## src/rtl/wb_unit.sv

```systemverilog
// Writeback unit: captures one instruction, waits for memory data on loads,
// then writes the register file and pulses retire while counting retirements.
module wb_unit #(
  parameter int XLEN  = 32,
  parameter int CNT_W = 64
) (
  input  logic                       clk,
  input  logic                       rst_n,
  input  logic                       in_valid,
  output logic                       in_ready,
  input  logic                       in_is_load,
  input  logic                       in_is_csr,
  input  logic                       in_rd_wen,
  input  logic [4:0]                 in_rd_idx,
  input  logic [XLEN-1:0]            in_alu_res,
  input  logic [XLEN-1:0]            in_csr_rdata,
  input  logic [2:0]                 in_ld_funct3,
  input  logic [$clog2(XLEN/8)-1:0]  in_ld_off,
  input  logic                       mem_rvalid,
  input  logic [XLEN-1:0]            mem_rdata,
  output logic                       rf_wen,
  output logic [4:0]                 rf_idx,
  output logic [XLEN-1:0]            rf_wdata,
  output logic                       retire,
  output logic [CNT_W-1:0]           retire_cnt
);

  localparam int OFF_W = $clog2(XLEN/8);

  typedef enum logic {
    IDLE,
    WAIT_MEM
  } state_t;

  state_t state;

  logic             accept;
  logic             cap_wr_en;
  logic [4:0]       cap_rd_idx;
  logic [2:0]       cap_funct3;
  logic [OFF_W-1:0] cap_off;
  logic             in_wr_en;

  assign in_ready = (state == IDLE);
  assign accept   = in_valid && in_ready;
  // Writes to x0 are suppressed but the instruction still retires.
  assign in_wr_en = in_rd_wen && (in_rd_idx != 5'd0);

  // Align the addressed bytes to bit 0, then size and extend them.
  // Unsupported size codes (and 64-bit-only codes on a 32-bit datapath) yield zero.
  function automatic logic [XLEN-1:0] load_extract(
    input logic [XLEN-1:0]  raw,
    input logic [2:0]       funct3,
    input logic [OFF_W-1:0] off
  );
    logic [XLEN-1:0] sh;
    sh = raw >> {off, 3'b000};
    // NOTE: default assigned first so every path through the case drives the
    // result; without it the combinational logic would infer a latch.
    load_extract = '0;
    case (funct3)
      3'b000: load_extract = XLEN'($signed(sh[7:0]));
      3'b001: load_extract = XLEN'($signed(sh[15:0]));
      3'b010: load_extract = XLEN'($signed(sh[31:0]));
      3'b100: load_extract = XLEN'(sh[7:0]);
      3'b101: load_extract = XLEN'(sh[15:0]);
      3'b011: if (XLEN == 64) load_extract = sh;
      3'b110: if (XLEN == 64) load_extract = XLEN'(sh[31:0]);
      default: load_extract = '0;
    endcase
  endfunction

  // NOTE: these capture registers are deliberately not reset; they are only
  // read in WAIT_MEM, which is unreachable without a fresh acceptance.
  always_ff @(posedge clk) begin
    if (accept) begin
      cap_wr_en  <= in_wr_en;
      cap_rd_idx <= in_rd_idx;
      cap_funct3 <= in_ld_funct3;
      cap_off    <= in_ld_off;
    end
  end

  // NOTE: all state here uses non-blocking assignments so every register
  // samples pre-edge values regardless of statement order.
  always_ff @(posedge clk) begin
    if (!rst_n) begin
      state      <= IDLE;
      rf_wen     <= 1'b0;
      retire     <= 1'b0;
      rf_idx     <= '0;
      rf_wdata   <= '0;
      retire_cnt <= '0;
    end else begin
      rf_wen <= 1'b0;
      retire <= 1'b0;
      case (state)
        IDLE: begin
          if (accept) begin
            if (in_is_load) begin
              state <= WAIT_MEM;
            end else begin
              retire     <= 1'b1;
              retire_cnt <= retire_cnt + CNT_W'(1);
              if (in_wr_en) begin
                rf_wen   <= 1'b1;
                rf_idx   <= in_rd_idx;
                rf_wdata <= in_is_csr ? in_csr_rdata : in_alu_res;
              end
            end
          end
        end
        WAIT_MEM: begin
          if (mem_rvalid) begin
            state      <= IDLE;
            retire     <= 1'b1;
            retire_cnt <= retire_cnt + CNT_W'(1);
            if (cap_wr_en) begin
              rf_wen   <= 1'b1;
              rf_idx   <= cap_rd_idx;
              rf_wdata <= load_extract(mem_rdata, cap_funct3, cap_off);
            end
          end
        end
        default: state <= IDLE;
      endcase
    end
  end

  a_wen_implies_retire : assert property (@(posedge clk) disable iff (!rst_n)
    rf_wen |-> retire);
  a_retire_single_pulse : assert property (@(posedge clk) disable iff (!rst_n)
    retire |=> !retire || $past(in_ready));

endmodule

```

## config.mk

```make
export PLATFORM = sky130hd
export DESIGN_NAME = wb_unit
export DESIGN_NICKNAME = d
export VERILOG_FILES = /design/src/rtl/wb_unit.sv
export SDC_FILE = /design/constraint.sdc
export NUM_CORES = 1
export LEC_CHECK = 0
export ABC_AREA = 0
export CELL_PAD_IN_SITES_DETAIL_PLACEMENT = 0
export CELL_PAD_IN_SITES_GLOBAL_PLACEMENT = 1
export CORE_MARGIN = 4
export CORE_UTILIZATION = 42
export DETAILED_ROUTE_END_ITERATION = 6
export DONT_BUFFER_PORTS = 1
export PLACE_DENSITY = 0.83
export SKIP_CTS_REPAIR_TIMING = 1
export SYNTH_ARGS = -nofsm -noshare
export SYNTH_HDL_FRONTEND = slang
export SYNTH_SLANG_ARGS = --single-unit
```

## constraint.sdc

```tcl
create_clock -name clk -period 1.9 [get_ports clk]
set_input_delay 0.095 -clock clk [delete_from_list [all_inputs] [get_ports clk]]
set_output_delay 0.095 -clock clk [all_outputs]
set_load 0.005 [all_outputs]
```

==> summary.txt <==
worst-margin pin slew -> 407 ps
failing checks -> setup timing
Post-Syn Area -> 6000 sq um
HP Class -> input port to flip-flop
initial drt markers -> 352
Max-Cap Viols -> 0
nature of the critical path startpoint -> flip-flop
die height -> 128 um
commonest non-fill, non-tap cell in the layout -> buf_4
status -> finished with violations
Die X -> 128 um
cell mode on critical path -> buf_6
Syn Nets -> 785
Routed wire per std cell -> 19.9 um
post-layout min period -> 2040 ps
core area -> 13,900 sq um
total grt overflow -> 0
Setup Skew -> 12.1 ps
Final period util -> 107%
Hold Vio Cnt, Final -> 0
FMAX -> 491 MHz
CP Capture Type -> flip-flop
post-synthesis mux area share -> 11.6%
Async S/R FF share, synth -> 0%
synth top area cells -> dfxtp_1, mux2i_1, a21oi_1, edfxtp_1, o21ai_0
worst-path fanout max -> 9
CP cell instances -> or3b_4 > buf_6 > a21oi_4 > nand2_4 > buf_6 > or4_1 > a21oi_1
GP Congestion -> 0.885
total power -> 6.64 mW
Post-synth EDFFs -> 11
Clock Tree Buf Depth -> 2
CP arrival -> 2380 ps
vias in the first global route -> 5,579
root buf cell -> clkbuf_16
Synth Area in Adders -> 0.209%
Clk pin slew, worst setup/hold paths -> 50 ps
FF/Latch Area -> 2430 sq um
DRC viols -> 0
RSZ-0062 raised after global routing -> true
PD cells -> 810 nW/um^2
Fill cells -> 1,175
first-pass GRT wire length -> 28,700 um
routed vias/inst -> 6.01
DR pass1 iterations -> 5
Compound-Gate Fraction of Synth Area -> 22.2%
XOR/XNOR Fraction of Synth Area -> 2.92%
CTS Buf Count -> 17
H-tree depth -> 4
Worst VDD drop -> 0.742 mV
leakage -> 3.12 nW
Max stage delay on crit path -> 410 ps
fin cells -> 986
largest area contributor in the netlist -> dfxtp_1
combinational family with the most area after synthesis -> compound AO/OA/AOI/OAI gates
total number of vias -> 5,926
antenna-violating nets left -> 0
Layout area overhead -> 36.8%
CP Class -> flip-flop to flip-flop
most frequent cells in the layout -> buf_4, dfxtp_1, a21oi_1
die area -> 16,300 sq um
Yosys warning count -> 0
register bit total from synthesis -> 115
Fin Setup TNS -> -1340 ps
clk_lat worst skew -> 420 ps
final net count -> 907
Primary FF master, synth -> dfxtp_1
I/O Pins -> 217
# setup viols final -> 21
Max Slew Vio Count -> 0
largest net degree at the start of global routing -> 72
Synth Area in Simple Gates -> 19.0%
slowest cell on the critical path -> or4_1
PnR worst setup slack -> -137 ps
Diodes inserted -> 0
top cell type's share of synthesized area -> 34.7%
initial antenna violation count -> 0
Worst Path Required -> 2240 ps
share of cells above drive strength 1 -> 29.2%
CTS tree -> done
unique cell type count in the Yosys netlist -> 55
clock sinks -> 115
I/O Buffers -> 0
FP Rows -> 43
Total Wirelength -> 19,600 um
HPWL after DPL -> 13,300 um
DP Cell Count -> 903
Multi-input gate area -> 3570 sq um
Initial Utilization -> 43.0%
post-synthesis sequential area ratio -> 40.2%
All-Layer GR Usage -> 22.0%
Slew headroom -> 72.9%
Mapped Avg Cell Area -> 8.94 sq um
cells after synthesis -> 671
==> final timing paths <==
path                   from             end  slack, ps  cells after the start
max reg2reg           state  retire_cnt[47]       -140                      7
min            in_rd_idx[4]       cap_wr_en         30                      2
min reg2reg  retire_cnt[63]  retire_cnt[63]        510                      2
max                   state  retire_cnt[47]       -140                      7
==> critical path, delay by kind of cell (launching register included) <==
kind / cells / cell delay, ps
simple gates: 3 / 930
buf+inv: 2 / 300
compound gates: 2 / 410
flops: 1 / 310
==> cell usage after synthesis (all sizes together), types with 8 or more instances <==
master	number
nand3	21
a21oi	71
buf	11
or4	26
clkbuf	37
xnor2	13
o21ai	54
dfxtp	104
edfxtp	11
inv	12
nand2	36
o22a	16
a31oi	16
or3	22
o31ai	23
mux2i	57
o2bb2ai	8
nor2	41
nand4	16
==> stage by stage <==
stage | worst slack (ps) | cell area (sq um) | utilization [%] | hold WS (ps)
finish | -137 | 8200 | 58.9 | 25.6
global route | -229 | 8200 | 58.9 | 27.6
CTS | -163 | 7510 | 53.9 | -246
detailed placement | -154 | 6860 | 49.2 | 194
global placement | -107 | 6860 | 49.2 | 194
floorplan | -44.7 | 6060 | - | 194
==> registers in the layout, indices dropped and copies added, names as in the netlist <==
| signal | count |
|---|---|
| rf_idx | 5 |
| cap_wr_en | 1 |
| cap_funct3 | 3 |
| retire_cnt | 64 |
| state | 1 |
| rf_wdata | 32 |
| cap_rd_idx | 5 |
| rf_wen | 1 |
| cap_off | 2 |
| retire | 1 |
==> logic make-up after synthesis <==
kind of cell	Yosys count
compound gates	212
xor+xnor	20
buf+inv	60
mux	66
flops	115
simple gates	197
fa+ha+maj	1
==> where the power goes <==
part / total, mW / leakage [nW] / switching, mW / internal (mW)
Clock: 3.51 / 0.320 / 1.17 / 2.35
Combinational: 0.535 / 1.84 / 0.276 / 0.259
Sequential: 2.59 / 0.958 / 0.0653 / 2.53
Total: 6.64 / 3.12 / 1.51 / 5.14
==> metal layers <==
layer	GRT usage, %	vias up	part of all wire, %
li1	-	2799	-
met5	0	-	0
met3	7.57	29	7.7
met2	36.5	220	50
met1	26.4	2878	40
met4	7.89	0	2.1
==> final cells by class <==
class / count / share of cell area, %
Timing Repair Buffer: 149 / 15.6
Clock buffer: 20 / 5.84
Inverter: 12 / 0.549
Tap cell: 180 / 2.75
Sequential cell: 115 / 29.7
Clock inverter: 12 / 2.12
Multi-Input combinational cell: 498 / 43.5
(Power assumes the default switching activity.)
